$ cat config.mk
export PLATFORM = sky130hd
export DESIGN_NAME = bsg_fifo_rolly_replay_ctrl
export DESIGN_NICKNAME = d
export VERILOG_FILES = /design/src/rtl/bsg_fifo_rolly_replay_ctrl.sv
export SDC_FILE = /design/constraint.sdc
export NUM_CORES = 1
export LEC_CHECK = 0
export ABC_AREA = 1
export CAP_MARGIN = 20
export CORE_ASPECT_RATIO = 0.8
export CORE_MARGIN = 5
export CORE_UTILIZATION = 30
export DETAILED_ROUTE_END_ITERATION = 8
export SYNTH_ARGS = -nofsm -noshare
export SYNTH_HDL_FRONTEND = slang
export SYNTH_SLANG_ARGS = --single-unit
$ cat constraint.sdc
create_clock -name clk_i -period 3.5 [get_ports clk_i]
set_input_delay 0.7 -clock clk_i [delete_from_list [all_inputs] [get_ports clk_i]]
set_output_delay 0.7 -clock clk_i [all_outputs]
set_load 0.005 [all_outputs]
$ cat src/rtl/bsg_fifo_rolly_replay_ctrl.sv
// Read-side replay sequencer for a rolly FIFO feeding a lossy link: streams words, commits on ack, rolls back on nack.
// Optional auto-rollback on an idle timeout when BSG_ROLLY_REPLAY_TIMEOUT_EN is defined.
module bsg_fifo_rolly_replay_ctrl #(
    parameter int width_p       = 8,
    parameter int window_p      = 8,
    parameter int max_retries_p = 3,
    parameter int timeout_p     = 64
) (
    input  logic                                 clk_i,
    input  logic                                 reset_i,
    input  logic                                 fifo_v_i,
    input  logic [width_p-1:0]                   fifo_data_i,
    output logic                                 fifo_yumi_o,
    output logic                                 fifo_rollback_o,
    output logic                                 fifo_ack_o,
    output logic                                 link_v_o,
    output logic [width_p-1:0]                   link_data_o,
    input  logic                                 link_ready_i,
    input  logic                                 link_ack_i,
    input  logic                                 link_nack_i,
    output logic [$clog2(window_p+1)-1:0]        outstanding_o,
    output logic [$clog2(max_retries_p+1)-1:0]   retry_cnt_o,
    output logic                                 error_o
);
    localparam int ow_lp = $clog2(window_p+1);
    localparam int rw_lp = $clog2(max_retries_p+1);
    localparam logic [ow_lp-1:0] window_lp      = ow_lp'(window_p);
    localparam logic [rw_lp:0]   max_retries_lp = (rw_lp+1)'(max_retries_p);

    // state  | meaning
    // SEND   | stream words while the window has room
    // WAIT   | window full, waiting for ack/nack/timeout
    // ROLLBK | one-cycle FIFO rollback strobe
    // ERROR  | retry limit exceeded, absorbing until reset
    typedef enum logic [1:0] {e_send, e_wait, e_rollbk, e_error} state_e;

    state_e            state_r, state_n;
    logic [ow_lp-1:0]  out_r, out_n;
    logic [rw_lp-1:0]  retry_r, retry_n;
    logic [rw_lp:0]    retry_inc;
    logic              active, fail, timeout;
    logic              link_v, yumi, ack, rollback, err;

    assign active    = (state_r == e_send) || (state_r == e_wait);
    assign fail      = (link_nack_i | timeout) & (out_r != '0);
    assign retry_inc = {1'b0, retry_r} + (rw_lp+1)'(1);

`ifdef BSG_ROLLY_REPLAY_TIMEOUT_EN
    localparam int tw_lp = $clog2(timeout_p);
    localparam logic [tw_lp-1:0] timer_load_lp = tw_lp'(timeout_p - 1);

    logic [tw_lp-1:0] timer_r;
    logic             idle;

    // Down-counter reloads whenever the link shows progress; terminal count acts as a nack.
    assign idle    = active & (out_r != '0) & ~link_ack_i & ~yumi;
    assign timeout = active & (out_r != '0) & (timer_r == '0);

    always_ff @(posedge clk_i) begin
        if (reset_i || !idle)
            timer_r <= timer_load_lp;
        else if (timer_r != '0)
            timer_r <= timer_r - tw_lp'(1);
    end
`else
    assign timeout = 1'b0;
`endif

    always_comb begin
        state_n  = state_r;
        out_n    = out_r;
        retry_n  = retry_r;
        link_v   = 1'b0;
        yumi     = 1'b0;
        ack      = 1'b0;
        rollback = 1'b0;
        err      = 1'b0;
        case (state_r)
            e_send, e_wait: begin
                // A pending rollback blocks new sends unless an ack overrides it.
                if (state_r == e_send && (link_ack_i || !fail)) begin
                    link_v = fifo_v_i & (out_r < window_lp);
                    yumi   = link_v & link_ready_i;
                end
                if (link_ack_i) begin
                    ack     = 1'b1;
                    out_n   = yumi ? ow_lp'(1) : '0;
                    retry_n = '0;
                end else if (yumi) begin
                    out_n = out_r + ow_lp'(1);
                end
                if (!link_ack_i && fail)
                    state_n = e_rollbk;
                else
                    state_n = (out_n == window_lp) ? e_wait : e_send;
            end
            e_rollbk: begin
                rollback = 1'b1;
                out_n    = '0;
                if (retry_inc > max_retries_lp) begin
                    state_n = e_error;
                end else begin
                    retry_n = retry_inc[rw_lp-1:0];
                    state_n = e_send;
                end
            end
            e_error: err = 1'b1;
            default: state_n = e_send;
        endcase
    end

    always_ff @(posedge clk_i) begin
        if (reset_i) begin
            state_r <= e_send;
            out_r   <= '0;
            retry_r <= '0;
        end else begin
            state_r <= state_n;
            out_r   <= out_n;
            retry_r <= retry_n;
        end
    end

    assign link_v_o        = link_v & ~reset_i;
    assign fifo_yumi_o     = yumi & ~reset_i;
    assign fifo_ack_o      = ack & ~reset_i;
    assign fifo_rollback_o = rollback & ~reset_i;
    assign error_o         = err & ~reset_i;
    assign link_data_o     = fifo_data_i;
    assign outstanding_o   = out_r;
    assign retry_cnt_o     = retry_r;

    assert property (@(posedge clk_i) disable iff (reset_i) !(fifo_ack_o && fifo_rollback_o));
    assert property (@(posedge clk_i) disable iff (reset_i) out_r <= window_lp);
    assert property (@(posedge clk_i) (window_p >= 1) && (max_retries_p >= 1) && (timeout_p >= 2));

endmodule

Word level (Yosys, flattened, before mapping)
Index checks and enable logic that the tools add are counted.
{ "word_totals": {"wordCells": 53, "input_bits": 14, "ff_bits": 8, "out_inout_bits": 19} }
{ "classes": {"order_cmp": 2, "bitwise_logic": 9, "reduce_logical": 10, "eq_ne": 6, "n_addsub": 2, "mux": 21} }
{ "op_table": {"columns": ["operator", "n"], "rows": [
  ["2-to-1 mux 4 bit", 3],
  ["2-to-1 mux 1 bit", 11],
  ["bitwise AND 1 bit", 8],
  ["2-to-1 mux 2 bit", 4],
  ["case mux 2 bit (2 select lines)", 2],
  ["case mux 4 bit (2 select lines)", 1],
  ["adder 4 x 1 -> 4 bit (second input constant)", 1],
  ["equality test 2 bit (second input constant)", 2],
  ["equality test 4 bit (second input constant)", 1],
  ["less-than comparator 4 bit (second input constant)", 1],
  ["inequality test 2 bit (second input constant)", 2],
  ["nonzero test 4 bit", 1],
  ["adder 2 x 1 -> 3 bit (second input constant)", 1],
  ["greater-than comparator 3 x 2 -> 1 bit (second input constant)", 1],
  ["AND reduction 3 bit", 1],
  ["equality test 2 x 1 -> 1 bit (second input constant)", 1],
  ["logical AND 1 bit", 2],
  ["zero test 1 bit", 2],
  ["zero test 2 bit", 1],
  ["nonzero test 2 bit", 1],
  ["OR reduction 2 bit", 1],
  ["logical OR 1 bit", 1],
  ["inverter 1 bit", 1]
]} }

Depth between registers and ports, before layout
Gate-level depths: netlist (run 1).
{ "logic_depth": {"word_depth": 14, "ltp_mapped": 10, "depth_no_buf": 10} }

Worst setup path after synthesis (run 1)
No wires, ideal clock.
{ "synth_timing": {"path_kind": "input -> output", "startpoint": "input reset_i", "endpoint": "output fifo_ack_o", "cell_stages": 2, "t_required_ns": 2.800, "n_path_buf": 1, "arrival_time_ns": 1.103, "slack_ns": 1.697, "path_cell_list": "buf_1 > nor3_1"} }
{ "synth_via": {"elab_chain_len": 2} }
{ "synth_rtl": {"columns": ["item", "line", "source"], "rows": [
  ["start: declaration", "10", "input logic reset_i,"],
  ["inverter 1 bit", "126", "assign fifo_ack_o = ack & ~reset_i;"],
  ["bitwise AND 1 bit", "126", null],
  ["end: declaration", "15", "output logic fifo_ack_o,"]
]} }
No other way between the ends.

Worst setup path in the final report (run 1)
{ "layout_timing": {"startpoint": "input link_ack_i", "endpoint": "output link_v_o"} }
{ "layout_via": {"elab_chain_len": 5} }
{ "layout_rtl": {"columns": ["item", "line", "source"], "rows": [
  ["start: declaration", "19", "input logic link_ack_i,"],
  ["logical OR 1 bit", "81", "if (state_r == e_send && (link_ack_i || !fail)) begin"],
  ["logical AND 1 bit", "81", null],
  ["2-to-1 mux 1 bit", "81", null],
  ["2-to-1 mux 1 bit", "78", "case (state_r)"],
  ["bitwise AND 1 bit", "124", "assign link_v_o = link_v & ~reset_i;"],
  ["end: declaration", "16", "output logic link_v_o,"]
]} }
No other way between the ends.

==> run metrics, run 1 <==
Worst Path Buf+Inv 2; CTS buffer count 3; Power Total between 0.2 and 0.25 mW; Slew headroom between 60% and 70%; sequential share of the synthesized area ~25%; final setup fails 0; mapped cell area approximately 640 µm²; worst setup margin roughly 0.62 ns; fin nets ~120; max incr delay on CP ~0.55 ns; Distinct cells, synth 24; average size of a mapped cell roughly 7 µm²; largest family of logic cells by synthesized area simple AND/OR/NAND/NOR gates; number of gates resized after CTS 0; total gr overflow 0; global-route wire length before repair 2394 µm; ant diodes 0; Achievable Freq between 0.3 and 0.4 GHz; Vias roughly 570; crit path launch type input pin; commonest non-fill, non-tap cell in the layout nand2_1; gp weighted congestion roughly 0.79; clk_skew ~0.0087 ns; CP delay by family, top buffers and inverters; Syn. warnings 0; Adder-Cell Fraction of Synth Area about 5.9%; final hold violations 0; P per Cell Area 258.1 nW/µm²; HPWL after DPL ~1100 µm; FP Rows 14; most common flop cell mapped by yosys dfxtp_1; height of the die between 50 and 60 µm; Initial DRT Pass Iterations 4; mux cell area share after synthesis 0%; hold-fix buffers at CTS 0; layout cells sized above 1 between 20 and 25%; number of vias per cell ~4.6; Mapped Cells 89; # clock sinks 8; DR WL/cell about 12 µm; largest fanout on the critical path 7; RSZ-0062 raised after global routing no; Synth Area in Compound Gates approximately a tenth; Worst-Margin Slew between 0.4 and 0.5 ns; Place WS between 0.6 and 0.7 ns; Synth Area in Simple Gates between 30% and 40%; CTS root buf clkbuf_4; Post-DRT Antenna Nets 0; Crit-path slowest cell clkdlybuf4s50_1; PortBufs 16; Pleak 0.3416 nW; number of synthesized register bits 8; CTS tree done; fin crit share 82.25%; clk slew on worst S/H paths around 0.05 ns; status finished, final reports clean; hold crit path type reg2reg; largest net degree at the start of global routing 14; asr flop ratio synth 0%; Max Slew Vio Count 0; DR iter-0 viols 25; drt total wl between 1000 and 1500 µm; CP arrival about 2.2 ns; Clock Path Buffers 2; Max IR drop VDD about 0.16 mV; H-tree Lvls 1; Hold WS between 0.4 and 0.5 ns; most frequent cells in the layout nand2_1, clkdlybuf4s50_1, inv_1, dfxtp_1; placed cells 120; setup TNS 0 ns; CORE AREA 1944 µm²; WP data required around 2.8 ns; post-synthesis xor/xnor area fraction 1.375%; Syn Nets about 110; Post-route DRC 0; initial antenna violation count 0; total I/O pin count 33; Worst-Skew Late Latency about 0.26 ns; max cap viols 0; vias in the first global route between 500 and 600; critical setup path kind in2out; Die Width roughly 60 µm; Post CTS Setup Buffer Count 0; Starting Density between 30% and 40%; Total Die Area about 3100 µm²; Post-synth EDFFs 0; CP dominant cell by count clkdlybuf4s50_1; CP endpoint kind output pin; All-Layer GR Usage between 10% and 20%; Period minus WS final approximately 2.9 ns; Syn-to-layout area delta 23.38%; Final Non-Filler Cells between 100 and 150; register-to-register setup slack ~2 ns; crit-path cells clkdlybuf4s50_1, nor2_2, nand2_4, nand2_1, nor3_1, clkdlybuf4s50_1
[registers in the layout, summed over array words and instances, names as in the netlist]
name,count
outstanding_o,4
retry_cnt_o,2
state_r,2
[Yosys cell counts, types with 2 or more instances]
| cell type | instances | share of area, % |
|---|---|---|
| buf_4 | 8 | 9.4 |
| nor2_2 | 3 | 2.9 |
| nand2_4 | 2 | 3.5 |
| nor2_1 | 5 | 2.9 |
| nand3_1 | 3 | 2.4 |
| dfxtp_1 | 8 | 25 |
| nand2_2 | 3 | 2.9 |
| ha_1 | 3 | 5.9 |
| inv_2 | 5 | 2.9 |
| o22ai_1 | 2 | 2.0 |
| nor3_1 | 3 | 2.4 |
| nand2_1 | 17 | 10 |
| a21oi_1 | 5 | 3.9 |
| nand4_1 | 4 | 3.9 |
| inv_1 | 9 | 5.3 |
[where the power goes]
part           internal [mW]  switching, mW
combinational         0.0169         0.0183
sequential            0.0921        0.00167
clock                 0.0394         0.0343
total                  0.148         0.0543
[per-layer routing]
layer / GRT usage (%) / up-vias / wire length (µm)
li1: - / 299 / -
met1: 13.36 / 245 / 648
met2: 14.98 / 20 / 589
met3: 4.786 / 2 / 187
met4: 3.534 / 0 / 19
met5: 0 / - / 0
[per-stage QoR]
stage	area (µm²)	utilization, %
CTS	785.8	40.41
floorplan	636.9	-
finish	785.8	40.41
global route	785.8	40.41
detailed placement	763.2	39.25
global placement	763.2	39.25
[logic make-up (layout without fill, tap and decap cells)]
| logic type | count (synthesis) | in the layout |
|---|---|---|
| AND/OR/NAND/NOR | 44 | 44 |
| buffers and inverters | 23 | 33 |
| AO/OA/AOI/OAI | 10 | 10 |
| flip-flops | 8 | 8 |
| adder cells (fa/ha/maj) | 3 | 3 |
| XOR/XNOR | 1 | 1 |
[final timing paths]
| check | cells after the start | end | startpoint |
|---|---|---|---|
| setup / recovery | 6 | link_v_o | link_ack_i |
| hold / removal | 2 | retry_cnt_o[1] | retry_cnt_o[1] |
| setup reg to reg | 9 | state_r[0] | outstanding_o[0] |
| hold reg to reg | 2 | retry_cnt_o[1] | retry_cnt_o[1] |
[worst reg2reg max path, cell delays in order (launching register included)]
cell and delay, ns:
dfxtp_1 0.43, inv_1 0.07, ha_1 0.20, nand2_2 0.10
nand2_4 0.09, nand4_1 0.10, nand2_2 0.07, nor2_2 0.10
nand3_1 0.10, a21oi_2 0.12
[final cells by class]
type	count	area, µm²
Clock buffer	3	22.52
Fill cell	211	1159
Inverter	14	52.55
Multi-Input combinational cell	58	360.3
Sequential cell	8	160.2
Tap cell	24	30.03
Timing Repair Buffer	16	160.2
Power figures use the tool's default switching activity.
==> inputs of run 2 (changes only) <==
- clock period: 3.5 -> 2.7 ns (I/O delays scaled with it)
==> run metrics, run 2 (synthesized netlist as in run 1, its figures left out) <==
DR WL/cell 12.38 µm; Achievable Freq between 0.3 and 0.4 GHz; H-tree Lvls 1; clk slew on worst S/H paths roughly 0.050 ns; Place WS roughly 0.18 ns; Max Slew Vio Count 0; Total Die Area ~3100 µm²; Area after DPL ~770 µm²; Initial DRT Pass Iterations 4; gp weighted congestion between 0.7 and 0.8; height of the die about 51 µm; hold-fix buffers at CTS 0; status finished, final reports clean; layout cells sized above 1 21.00%; final hold violations 0; All-Layer GR Usage between 10% and 20%; max cap viols 0; most frequent cells in the layout nand2_1, clkdlybuf4s50_1, inv_1, dfxtp_1; Syn-to-layout area delta 24.56%; # clock sinks 8; crit path launch type input pin; Max IR drop VDD roughly 0.14 mV; number of vias per cell approximately 4.7; Post-route DRC 0; drt total wl 1535 µm; CP endpoint kind output pin; final setup fails 0; fin nets 119; Final Util 40.80%; max reg flops 4; CTS tree done; worst setup margin ~0.18 ns; commonest non-fill, non-tap cell in the layout nand2_1; number of gates resized after CTS 0; hold crit path type reg2reg; Post CTS Setup Buffer Count 0; setup TNS 0 ns; Post-DRT Antenna Nets 0; initial antenna violation count 0; Final Cell Area about 790 µm²; largest net degree at the start of global routing 10; Pleak 0.3464 nW; Worst-Margin Slew between 0.3 and 0.4 ns; WP data required about 2.2 ns; HPWL after DPL about 1200 µm; P per Cell Area about 330 nW/µm²; clk_skew roughly 0.011 ns; CORE AREA 1944 µm²; critical setup path kind in2out; Vias 580; FP Rows 14; vias in the first global route roughly 570; PortBufs 16; total gr overflow 0; DR iter-0 viols 18; Die Width about 62 µm; Slew headroom about 76%; largest fanout on the critical path 7; fin crit share between 90% and 100%; CTS root buf clkbuf_4; Period minus WS final between 2 and 3 ns; Power Total roughly 0.26 mW; ant diodes 0; CTS buffer count 3; global-route wire length before repair between 2000 and 3000 µm; Starting Density around a third; total I/O pin count 33; Clock Path Buffers 2; RSZ-0062 raised after global routing no; CP arrival around 2 ns; Worst-Skew Late Latency roughly 0.26 ns
-- run 2: cell count changes in the layout (fill, tap and decap cells not counted) --
cell | before | now
buf_4 | 0 | 1
-- run 2: final cells by class --
| type | instances | area (µm²) |
|---|---|---|
| Timing Repair Buffer | 17 | 167.7 |
| Multi-Input combinational cell | 58 | 360.3 |
| Tap cell | 24 | 30.03 |
| Sequential cell | 8 | 160.2 |
| Fill cell | 212 | 1151 |
| Inverter | 14 | 52.55 |
| Clock buffer | 3 | 22.52 |
-- run 2: through the flow --
| stage | hold slack, ns | instances |
|---|---|---|
| 2_1_floorplan | 0.4773 | 89 |
| 3_3_place_gp | 0.4750 | 121 |
| 3_5_place_dp | 0.4902 | 121 |
| 4_1_cts | 0.4980 | 124 |
| 5_1_grt | 0.5312 | 124 |
| 6_report | 0.4981 | 124 |
-- run 2: critical path: stages --
cell and delay [ns]:
clkdlybuf4s50_1 0.53, nor2_2 0.08, nand2_4 0.11, nand2_1 0.06, nor3_1 0.13, clkdlybuf4s50_1 0.52
-- run 2: path summary, 6_finish.rpt --
path	end	from	slack, ns	depth (start not counted)
max reg2reg	state_r[0]	outstanding_o[0]	1.25	10
max	link_v_o	link_ack_i	0.18	6
min reg2reg	retry_cnt_o[1]	retry_cnt_o[1]	0.50	2
min	retry_cnt_o[1]	retry_cnt_o[1]	0.50	2
-- run 2: where the power goes --
group          switching, mW  leakage [nW]  internal (mW)  total (mW)
combinational         0.0242         0.268         0.0229      0.0471
sequential           0.00224        0.0646          0.119       0.122
clock                 0.0445        0.0138         0.0511      0.0956
-- run 2: routing by layer --
| metal | track usage [%] | routed length (µm) |
|---|---|---|
| met1 | 14.59 | 729 |
| met2 | 15.33 | 625 |
| met3 | 3.778 | 159 |
| met4 | 4.594 | 22 |
| met5 | 0 | 0 |
